==> config.mk <==
export PLATFORM = sky130hd
export DESIGN_NAME = neuron_mac
export DESIGN_NICKNAME = d
export VERILOG_FILES = /design/src/rtl/neuron_mac_pkg.sv /design/src/rtl/neuron_mac_sat_add.sv /design/src/rtl/neuron_mac.sv
export SDC_FILE = /design/constraint.sdc
export NUM_CORES = 1
export LEC_CHECK = 0
export CAP_MARGIN = 20
export CORE_ASPECT_RATIO = 0.8
export CORE_MARGIN = 3
export CORE_UTILIZATION = 55
export DETAILED_ROUTE_END_ITERATION = 10
export PLACE_DENSITY_LB_ADDON = 0.3
export SYNTH_ARGS = -nofsm -noshare
export SYNTH_HDL_FRONTEND = slang
export SYNTH_HIERARCHICAL = 1
export SYNTH_SLANG_ARGS = --single-unit
==> constraint.sdc <==
create_clock -name clk -period 5.05 [get_ports clk]
set_input_delay 1.515 -clock clk [delete_from_list [all_inputs] [get_ports clk]]
set_output_delay 1.515 -clock clk [all_outputs]
set_load 0.05 [all_outputs]
==> src/rtl/neuron_mac_pkg.sv <==
// Fixed-point definitions shared by the neuron datapath blocks.
// Latency: none (types and constants only).
// Backpressure: not applicable.
package neuron_mac_pkg;

  // Number of fractional bits in a Q8.8 word; products and sums are Q16.16.
  localparam int FRAC_BITS = 8;

  // Neuron sequencing states.
  typedef enum logic [1:0] {
    ST_ACC  = 2'd0,  // accepting input beats
    ST_WAIT = 2'd1,  // last product drains into the accumulator
    ST_BIAS = 2'd2   // bias added, result registered, accumulator cleared
  } state_t;

endpackage

==> src/rtl/neuron_mac_sat_add.sv <==
// Signed two's-complement adder that clamps to the most positive/negative W-bit value.
// Latency: combinational.
// Backpressure: not applicable.
// Ports: a, b - signed W-bit operands; y - saturated signed W-bit sum.
module sat_add #(
  parameter int W = 32
) (
  input  logic [W-1:0] a,
  input  logic [W-1:0] b,
  output logic [W-1:0] y
);

  logic [W:0] sum;

  always_comb begin
    sum = {a[W-1], a} + {b[W-1], b};
    y   = sum[W-1:0];
    // The extra sign bit disagrees with the result MSB only on overflow;
    // its value tells which direction we overflowed.
    if (sum[W] != sum[W-1]) begin
      y = sum[W] ? {1'b1, {(W-1){1'b0}}} : {1'b0, {(W-1){1'b1}}};
    end
  end

endmodule

==> src/rtl/neuron_mac.sv <==
// Neuron multiply-accumulate: sums x*w over one input vector, adds bias, emits Q16.16 pre-activation.
// Latency: sum_valid is high after the 3rd clock edge counting the edge that accepts the last beat.
// Backpressure: in_ready low for the two cycles after the last beat (WAIT, BIAS); no output backpressure.
// Ports: clk/rst_n - clock and async active-low reset;
//        in_valid/in_ready/in_last/x/w - input beat handshake and Q8.8 operands;
//        bias - Q8.8 bias, sampled in BIAS; sum_out/sum_valid - Q16.16 result and one-cycle qualifier.
import neuron_mac_pkg::*;

module neuron_mac #(
  parameter int dataWidth = 16
) (
  input  logic                     clk,
  input  logic                     rst_n,
  input  logic                     in_valid,
  output logic                     in_ready,
  input  logic                     in_last,
  input  logic [dataWidth-1:0]     x,
  input  logic [dataWidth-1:0]     w,
  input  logic [dataWidth-1:0]     bias,
  output logic [2*dataWidth-1:0]   sum_out,
  output logic                     sum_valid
);

  localparam int AW = 2 * dataWidth;

  state_t        state_q, state_d;
  logic          prod_vld_q, prod_vld_d;
  logic          prod_last_q, prod_last_d;
  logic [AW-1:0] prod_q, prod_d;
  logic [AW-1:0] acc_q, acc_d;
  logic [AW-1:0] sum_q, sum_d;
  logic          sum_vld_q, sum_vld_d;

  logic          accept;
  logic [AW-1:0] x_ext, w_ext, product;
  logic [AW-1:0] bias_ext;
  logic [AW-1:0] acc_sum, bias_sum;

  assign in_ready = (state_q == ST_ACC);
  assign accept   = in_valid & in_ready;

  // Sign-extend both operands to full width so the truncated product is the
  // exact signed Q16.16 result.
  assign x_ext   = {{dataWidth{x[dataWidth-1]}}, x};
  assign w_ext   = {{dataWidth{w[dataWidth-1]}}, w};
  assign product = $signed(x_ext) * $signed(w_ext);

  // Q8.8 bias aligned to the Q16.16 accumulator: sign-extend, shift left by
  // the fractional bit count.
  assign bias_ext = {{(dataWidth-FRAC_BITS){bias[dataWidth-1]}}, bias, {FRAC_BITS{1'b0}}};

  sat_add #(.W(AW)) u_acc_add (
    .a (acc_q),
    .b (prod_q),
    .y (acc_sum)
  );

  sat_add #(.W(AW)) u_bias_add (
    .a (acc_q),
    .b (bias_ext),
    .y (bias_sum)
  );

  always_comb begin
    state_d     = state_q;
    prod_vld_d  = accept;
    prod_last_d = accept & in_last;
    prod_d      = prod_q;
    acc_d       = acc_q;
    sum_d       = sum_q;
    sum_vld_d   = 1'b0;

    if (accept) begin
      prod_d = product;
    end

    if (prod_vld_q) begin
      acc_d = acc_sum;
    end

    case (state_q)
      ST_ACC: begin
        if (accept && in_last) begin
          state_d = ST_WAIT;
        end
      end
      ST_WAIT: begin
        // WAIT is entered on the edge that registers the last product, so the
        // stage always holds it here; this edge folds it into acc.
        if (prod_vld_q && prod_last_q) begin
          state_d = ST_BIAS;
        end
      end
      ST_BIAS: begin
        // No beat is accepted in WAIT, so the product stage is empty and acc
        // is final; clearing it here cannot drop a product.
        sum_d     = bias_sum;
        sum_vld_d = 1'b1;
        acc_d     = '0;
        state_d   = ST_ACC;
      end
      default: begin
        state_d = ST_ACC;
      end
    endcase
  end

  always_ff @(posedge clk or negedge rst_n) begin
    if (!rst_n) begin
      state_q     <= ST_ACC;
      prod_vld_q  <= 1'b0;
      prod_last_q <= 1'b0;
      prod_q      <= '0;
      acc_q       <= '0;
      sum_q       <= '0;
      sum_vld_q   <= 1'b0;
    end else begin
      state_q     <= state_d;
      prod_vld_q  <= prod_vld_d;
      prod_last_q <= prod_last_d;
      prod_q      <= prod_d;
      acc_q       <= acc_d;
      sum_q       <= sum_d;
      sum_vld_q   <= sum_vld_d;
    end
  end

  assign sum_out   = sum_q;
  assign sum_valid = sum_vld_q;

endmodule

==> reports/results.txt, run 1 <==
TritonCTS built the clock tree. The tree built by TritonCTS fans out to 101 sinks. The worst hold path belongs to the class reg2reg. The floorplan step set the die width to 207 um. By area the synthesized netlist is led by sky130_fd_sc_hd__fa_1 30%, sky130_fd_sc_hd__dfrtp_1 14%, sky130_fd_sc_hd__ha_1 10%, sky130_fd_sc_hd__inv_1 6.8%, sky130_fd_sc_hd__and2_1 4.6%. The detailed-route wire length on metal 1 was 20700 um. The worst setup path is of the in2reg kind.

The run finished, with violations left. The clock transition at the registers of the reported paths works out to 0.07 ns. The share of the synthesized area in the top cell type was 29.6%. The count of cells in the finished layout, fillers not included, comes to 2706. The most common cell in the netlist was sky130_fd_sc_hd__inv_1. The achievable clock frequency is 149 MHz. The final routed wire length divided by cell count works out to 18.0 um. The headroom to the max-slew limit is 34.6%, and the largest driver fanout on the critical path is 6. Counting flops with a built-in enable in the synthesized netlist gives 0. The worst-case clock skew came out at 0.00959 ns.

In this run the number of H-tree levels came out at 3. The run gives 6.93 ns as the signal arrival time at the worst endpoint. The standard cell core area was 31700 um2; the proportion of synthesized flip-flops having asynchronous set or reset was 100%. Using the TritonRoute via totals, the vias-per-cell ratio works out to 5.71. The multi-input combinational cells in the finished layout cover a total of 14700 um2. For this run, the leading register cell type out of synthesis is sky130_fd_sc_hd__dfrtp_1. After synthesis the netlist holds a flip-flop and latch count of 101.

The run gives 58 as the number of cell rows. In this run the tool buffered the top-level ports with 85 buffer cells. The number of max-slew violations in the final report is 0, and the total via count in the routed design is 15441.

The initial antenna violation count was 0. The die extent in y is 167 um. The area added between synthesis and finish was 27.2%. The element type at the critical path start is a primary input.

The wire length of the first global-routing pass is 78600 um, and the sum of met3 wire segment lengths after detailed routing is 3890 um. For the global-route total usage across every layer, the log shows 27.4%. Detailed-router iteration count before antenna repair: 6. The synthesized netlist contains 78 unique library cells.

The tools report the maximum number of pins on one net before global-route repair as 73. Counting every instance in the synthesized netlist gives 1994. The run gives -1.64 ns as the final worst setup slack.

The tools report the overall die area as 34600 um2. The number of global-route vias before repair is 15908, and the final period utilization is 132%. The run gives 2189 as the number of fill cells. In this run the clock root is driven by a sky130_fd_sc_hd__clkbuf_16. For the worst-skew pair, the clock arrives at the later sink with an insertion delay of 0.36 ns. After detailed routing, the number of remaining DRC violations is 0. The tools report the initial cell density of the core as 56.2%. By count the netlist is led by 325 x sky130_fd_sc_hd__inv_1, 264 x sky130_fd_sc_hd__fa_1, 203 x sky130_fd_sc_hd__nand2_1, 146 x sky130_fd_sc_hd__ha_1, 130 x sky130_fd_sc_hd__and2_1.

The count of hold-fix buffers inserted at cts was 0; the netlist area before placement was 17800 um2. The required time at the worst-slack endpoint came out at 5.29 ns. The logs give 24 for the number of setup violations in the final report and 14.2% for the register area share after synthesis.

Including well taps, the total number of placed cells is 2607. Routability congestion estimate: 0.883. The endpoint kind of the worst setup timing path was a flip-flop.

Summing all flip-flop and latch instances after layout gives 2530 um2. At the pin with the least slew margin, the transition time is 0.980 ns. Antenna diode count: 0.

The logs give 2743 for the number of nets in the final layout and 1229 for the initial DRC count. Once detail routing completed, the nets flagged for antenna violations numbered 0. Once layout is done, the placed cells without fillers occupy 22700 um2.

Before CTS, the worst setup slack after placement is -2.55 ns. The logs give 0 for the count of maximum capacitance violations and 48700 um for the total wirelength of the detailed-routed design. The routed length on met2 was 23000 um. Cells with a size suffix above 1 make up 27.1% of the layout. Once placement finished, the instance area stood at 20700 um2. The minimum clock period is 6.69 ns, and the number of buffers on the longest clock path is 2. The tools report the number of I/O pins as 86. The final-report hold violation count came out at 0. Summed over all failing endpoints, the final setup total negative slack is -29.44 ns. The top routing layer in use is met4. The run gives 36100 um as the HPWL after detailed placement. sky130_fd_sc_hd__fa_1 takes more of the synthesized area than any other cell. Clock tree synthesis inserted a total of 9 buffers. Setup repair after global routing could not meet its margin everywhere. The final reports fail on negative setup slack. Summed over all layers, the global routing overflow is 0. Each instance of the synthesized netlist takes up on average 8.94 um2. The total number of yosys warnings came out at 6.
## kinds of logic (layout without fill, tap and decap cells)
kind of cell / count (synthesis) / in the layout / share of synthesized area, %
AND/OR/NAND/NOR: 548 / 548 / 15.2
buffers and inverters: 407 / 691 / 8.95
adder cells (fa/ha/maj): 418 / 418 / 40.4
AO/OA/AOI/OAI: 369 / 369 / 13.1
XOR/XNOR: 84 / 84 / 4.20
flip-flops: 101 / 101 / 14.2
other: 1 / 9 / 0.0210
multiplexers: 66 / 66 / 3.93
## final timing paths
kind,from,to,slack [ns],cells after the start
setup / recovery,w[9],prod_q[20]$_DFFE_PN0P_,-1.64,20
hold / removal,state_q[1]$_DFFE_PN0P_,state_q[1]$_DFFE_PN0P_,0.47,1
setup reg to reg,acc_q[9]$_DFFE_PN0P_,acc_q[4]$_DFFE_PN0P_,1.33,11
hold reg to reg,state_q[1]$_DFFE_PN0P_,state_q[1]$_DFFE_PN0P_,0.47,1
max in group asynchronous,rst_n,sum_valid$_DFF_PN0_,2.78,2
min in group asynchronous,rst_n,sum_out[28]$_DFFE_PN0P_,1.27,1
## worst max-delay path: stages
cell                       delay, ns
sky130_fd_sc_hd__buf_6          0.11
sky130_fd_sc_hd__buf_12         0.14
sky130_fd_sc_hd__buf_6          0.14
sky130_fd_sc_hd__nand2_2        0.07
sky130_fd_sc_hd__fa_1           0.54
sky130_fd_sc_hd__inv_1          0.06
sky130_fd_sc_hd__fa_1           0.55
sky130_fd_sc_hd__fa_1           0.45
sky130_fd_sc_hd__fa_1           0.52
sky130_fd_sc_hd__fa_1           0.52
sky130_fd_sc_hd__inv_1          0.05
sky130_fd_sc_hd__fa_1           0.49
sky130_fd_sc_hd__inv_2          0.05
sky130_fd_sc_hd__ha_4           0.28
sky130_fd_sc_hd__and4_4         0.22
sky130_fd_sc_hd__and3_4         0.18
sky130_fd_sc_hd__o211ai_1       0.27
sky130_fd_sc_hd__and2_4         0.28
sky130_fd_sc_hd__o2111a_1       0.25
sky130_fd_sc_hd__a221o_1        0.27
## per-layer routing
metal  vias to the layer above  global-route usage, %
li1                       7030                      -
met1                      7684                   38.6
met2                       605                   44.4
met3                       122                   5.84
met4                         0                   5.04
met5                         -                      0
## state kept, by name, summed over array words and instances (netlist names)
| signal | cells |
|---|---|
| acc_q | 32 |
| prod_q | 32 |
| sum_out | 32 |
| state_q | 2 |
| prod_last_q | 1 |
| prod_vld_q | 1 |
| sum_valid | 1 |
## metrics by stage
step	utilization [%]	hold slack [ns]
after floorplan	-	0.430
after global placement	65.3	0.444
after detailed placement	65.3	0.458
after CTS	69.6	0.469
after global routing	71.5	0.505
final	71.5	0.466
## final cells by class
class | instances | area share (%)
Multi-Input combinational cell | 1494 | 64.7
Timing Repair Buffer | 350 | 14.9
Sequential cell | 101 | 11.2
Inverter | 325 | 5.41
Tap cell | 420 | 2.32
Clock buffer | 9 | 0.993
Clock inverter | 7 | 0.436
## cells in the final DEF (no fill, tap or decap), types with 21 or more instances in the layout
cell / count
sky130_fd_sc_hd__inv_1: 275
sky130_fd_sc_hd__fa_1: 233
sky130_fd_sc_hd__buf_4: 182
sky130_fd_sc_hd__nand2_1: 173
sky130_fd_sc_hd__ha_1: 119
sky130_fd_sc_hd__a21oi_1: 111
sky130_fd_sc_hd__dfrtp_1: 100
sky130_fd_sc_hd__nor2_1: 93
sky130_fd_sc_hd__and2_1: 91
sky130_fd_sc_hd__buf_6: 75
sky130_fd_sc_hd__o21ai_0: 69
sky130_fd_sc_hd__clkdlybuf4s50_1: 53
sky130_fd_sc_hd__inv_2: 47
sky130_fd_sc_hd__xnor2_1: 46
sky130_fd_sc_hd__and2_4: 41
sky130_fd_sc_hd__mux2i_1: 34
sky130_fd_sc_hd__mux2_2: 32
sky130_fd_sc_hd__xor2_1: 32
sky130_fd_sc_hd__fa_2: 31
sky130_fd_sc_hd__nand2_2: 24
sky130_fd_sc_hd__o211ai_1: 21
sky130_fd_sc_hd__nand3_1: 21
sky130_fd_sc_hd__ha_4: 21
## what timing repair did
action,CTS,global route
resized for setup,288,190
setup buffers,68,27
endpoints found under the setup margin,27,26
pin swaps,143,140
cloned,4,0
Power of run 1 is not shown: default switching activity piles up to over one toggle a cycle in this logic, so the estimate is an artifact.
==> run 2: changes to the inputs <==
--- a/config.mk
+++ b/config.mk
@@ -5,6 +5,7 @@
 export SDC_FILE = /design/constraint.sdc
 export NUM_CORES = 1
 export LEC_CHECK = 0
+export ABC_AREA = 1
 export CAP_MARGIN = 20
 export CORE_ASPECT_RATIO = 0.8
 export CORE_MARGIN = 3
==> reports/results.txt, run 2 <==
The flow ran to the end, but the final reports show violations. The final reports fail on negative setup slack. The most common cell in the netlist was sky130_fd_sc_hd__nand2_1. Number of vias per cell after detailed routing: 5.40 (-5.4%). Walking the worst path, the cells encountered are buf_6 -> buf_16 -> buf_4 -> nand2_2 -> fa_1 -> inv_1 -> fa_1 -> fa_2 -> fa_2 -> fa_1 -> inv_2 -> fa_1 -> inv_2 -> ha_4 -> nand2_4 -> nor2_4 -> inv_2 -> nor2_4 -> nand4_1 -> nand3_1 -> nand2_1 -> nand3_2 -> nand2_1. The startpoint identified for the worst register-to-register timing path is acc_q[0]$_DFFE_PN0P_.

The logs give -1.31 ns (+0.330 ns) for the final worst setup slack and 34.2% (+6.8 points) for the global-route total usage across every layer. The number of cells on the critical path is 23 (+15%), and the minimum clock period is 6.36 ns (-0.330 ns). The top routing layer in use was met5. The run gives 61 (+5.2%) as the number of cell rows.

The detailed-route wire length on metal 1 was 28400 um (+37%). For the count of antenna-violating nets left after detailed routing, the log shows 0 (unchanged). Die extent in y: 176 um (+5.1%). The tools report the count of hold-fix buffers inserted at cts as 0 (unchanged). The initial antenna violation count is 1 (+1), and the signal arrival time at the worst endpoint is 6.61 ns (-0.32 ns). The proportion of synthesized flip-flops having asynchronous set or reset came out at 100% (unchanged). The run gives 38300 um2 (+10%) as the overall die area. The run gives 66 (-9.6%) as the maximum number of pins on one net before global-route repair.

The run gives 86 (unchanged) as the number of I/O pins. The endpoint of the worst register-to-register path was acc_q[1]$_DFFE_PN0P_. Setup repair after global routing could not meet its margin everywhere. TritonCTS built the clock tree. The number of buffers inserted by port buffering is 85 (unchanged), and the antenna diode count is 0 (unchanged). Relative to the synthesized area, the layout overhead comes to 30.4%. The routed length on met2 was 28700 um (+25%); the clock transition at the registers of the reported paths was 0.07 ns (about the same). The register area share after synthesis was 12.8% (-1.4 points); the number of nets in the final layout was 3648 (+33%). The final-report hold violation count was 0 (unchanged); the standard cell core area was 35100 um2 (+11%). Achievable clock frequency: 157 MHz (+5.2%).

Broken down by cell family, the worst path's largest delay share belongs to adder cells. The cell type with the largest total area after synthesis was sky130_fd_sc_hd__fa_1. The number of fill cells is 2521 (+15%).

The run gives 8460 um (+120%) as the sum of met3 wire segment lengths after detailed routing. The run gives 3 (unchanged) as the maximum level of the CTS H-tree. The tools report the worst reg-to-reg setup slack as 2.13 ns (+0.80 ns). Final period utilization: 126% (-6.5 points). In this run the most critical hold path is launched from sum_out[23]$_DFFE_PN0P_. The area of all sequential standard cells is 2530 um2 (about the same), and the total number of yosys warnings is 6 (unchanged). The tools report the cell area reported after detailed placement as 23000 um2 (+11%).

For the initial cell density of the core, the log shows 56.3% (+0.068 points). The number of max-slew violations in the final report was 0 (unchanged); the netlist area before placement was 19800 um2 (+11%). For the headroom to the max-slew limit, the log shows 33.6% (-1.0 points).

The cell with the largest stage delay on the worst path is sky130_fd_sc_hd__fa_1. The residual overflow from global routing was 0 (unchanged); the proportion of layout cells with a drive suffix above 1 was 24.7% (-2.5 points). The number of instances in the synthesized netlist was 2889 (+45%); the share of the synthesized area in the top cell type was 26.7% (-2.9 points).

End of the critical path: prod_q[22]$_DFFE_PN0P_. For the CTS sink count, the log shows 101 (unchanged). Leaving out fill and tap cells, the most frequent cells in the layout are 933 x sky130_fd_sc_hd__nand2_1, 539 x sky130_fd_sc_hd__inv_1, 229 x sky130_fd_sc_hd__fa_1. The final routed wire length divided by cell count works out to 18.6 um (+3.1%).

The synthesis-stage register bit count was 101 (unchanged). For the initial DRC count, the log shows 2001 (+63%). The detailed-router iteration count before antenna repair was 6 (unchanged). The HPWL after detailed placement came out at 47100 um (+30%). The routability congestion estimate was 1.02 (+15%). For the number of global-route vias before repair, the log shows 19488 (+23%). The classification of the worst-slack hold path is reg2reg. Count of different cell masters after synthesis: 40 (-49%). The tools report the worst-case clock skew as 0.0134 ns (+0.00386 ns). The die span in x was 218 um (+5.1%); the number of enable flip-flop cells after synthesis was 0 (unchanged).

Ranked by instance count, the synthesized netlist is headed by 1072 x sky130_fd_sc_hd__nand2_1, 629 x sky130_fd_sc_hd__inv_1, 264 x sky130_fd_sc_hd__fa_1, 162 x sky130_fd_sc_hd__nor2_1, 146 x sky130_fd_sc_hd__ha_1. Among the stages of the critical path, the cell type that occurs most often is sky130_fd_sc_hd__fa_1. The worst-case reg-to-reg path depth was 17 (+6). The run gives 0 (unchanged) as the count of maximum capacitance violations. The count of buffer and inverter cells on the critical path is 7 (+1). The critical path in this run is classified as in2reg.

The number of remaining DRC errors is 0 (unchanged). The worst setup path is launched from a primary input. The longest individual stage delay on the worst path was 0.57 ns (+0.02 ns); the slew at the pin closest to its max-slew limit was 0.995 ns (+0.0144 ns). STA classifies the critical path endpoint as a flip-flop. The tools report the total wirelength of the detailed-routed design as 68000 um (+40%). The cell chosen for the clock root was sky130_fd_sc_hd__clkbuf_16. The largest driver fanout on the critical path came out at 4 (-2).

The tools report the number of setup violations in the final report as 26 (+8.3%). The most used flip-flop cell after synthesis is sky130_fd_sc_hd__dfrtp_1. The number of buffers created by CTS is 9 (unchanged).

The post-synthesis average cell area was 6.84 um2 (-23%); the total via count in the routed design was 19771 (+28%). The tools report the required time at the worst-slack endpoint as 5.30 ns (about the same). The final design instance area without fill was 25800 um2 (+14%); the latest clock arrival within the worst-skew pair was 0.37 ns (about the same). By area the synthesized netlist is led by sky130_fd_sc_hd__fa_1 27%, sky130_fd_sc_hd__nand2_1 20%, sky130_fd_sc_hd__dfrtp_1 13%, sky130_fd_sc_hd__inv_1 12%, sky130_fd_sc_hd__ha_1 9.2%. The logs give 2 (unchanged) for the number of buffers on the longest clock path and 16100 um2 (+9.6%) for the area of the multi-input gates. The wire length of the first global-routing pass came out at 103000 um (+30%). The critical path launch point was x[10]. Leaving out fill and tap cells, the most frequent cell in the layout is sky130_fd_sc_hd__nand2_1.
[run 2: cell types whose count changed in the layout (fill, tap and decap cells not counted), moves of 45 or more]
cell | before | now
sky130_fd_sc_hd__and2_1 | 91 | 2
sky130_fd_sc_hd__inv_1 | 275 | 539
sky130_fd_sc_hd__nand2_1 | 173 | 933
sky130_fd_sc_hd__nand2_2 | 24 | 119
sky130_fd_sc_hd__nand2_4 | 6 | 55
sky130_fd_sc_hd__o21ai_0 | 69 | 24
[run 2: kinds of logic after synthesis]
family,Yosys count,share of synthesized area (%)
and+or+nand+nor,1408,29.1
DFF,101,12.8
adders and majority gates,410,36.0
buffers and inverters,724,14.2
AOI/OAI and AO/OA,193,5.66
xor gates and xnor gates,52,2.30
other,1,0.0190
[run 2: cell type report]
type / count / share of cell area [%]
Inverter: 632 / 9.31
Clock inverter: 4 / 0.214
Timing Repair Buffer: 370 / 15.0
Clock buffer: 12 / 0.956
Multi-Input combinational cell: 2072 / 62.4
Tap cell: 472 / 2.29
Sequential cell: 101 / 9.81
[run 2: metrics by stage]
step	worst slack (ns)	instances	setup TNS (ns)	hold slack, ns	utilization, %
global placement	-2.08	3519	-43.61	0.461	65.4
global route	-1.42	3663	-30.34	0.512	73.4
CTS	-1.28	3635	-25.95	0.483	71.4
floorplan	-1.13	2897	-21.81	0.446	-
detailed placement	-2.17	3519	-45.79	0.467	65.4
finish	-1.31	3663	-27.32	0.482	73.4
[run 2: worst min-delay path, delay by kind of cell (launching register included)]
| kind | cells | cell delay (ns) |
|---|---|---|
| flops | 1 | 0.34 |
| simple gates | 2 | 0.11 |
[run 2: metal layers]
| layer | GRT usage [%] | up-vias |
|---|---|---|
| met1 | 49.3 | 9371 |
| li1 | - | 9102 |
| met3 | 11.5 | 231 |
| met2 | 50.4 | 1065 |
| met5 | 0 | - |
| met4 | 6.90 | 2 |
[run 2: how the worst min path moves through the flow]
stage          cells past startpoint                      end  slack, ns
6_report                           2  sum_out[23]$_DFFE_PN0P_       0.48
3_5_place_dp                       2  sum_out[23]$_DFFE_PN0P_       0.47
5_1_grt                            2  sum_out[26]$_DFFE_PN0P_       0.51
3_3_place_gp                       2  sum_out[12]$_DFFE_PN0P_       0.46
2_1_floorplan                      2   prod_q[31]$_DFFE_PN0P_       0.45
4_1_cts                            2  sum_out[23]$_DFFE_PN0P_       0.48
[run 2: repair_timing]
| item | CTS | global route |
|---|---|---|
| resized for setup | 353 | 213 |
| endpoints found under the setup margin | 26 | 26 |
| cloned | 12 | 0 |
| setup buffers | 89 | 36 |
| pin swaps | 203 | 201 |
Power of run 2 is left out for the same reason.
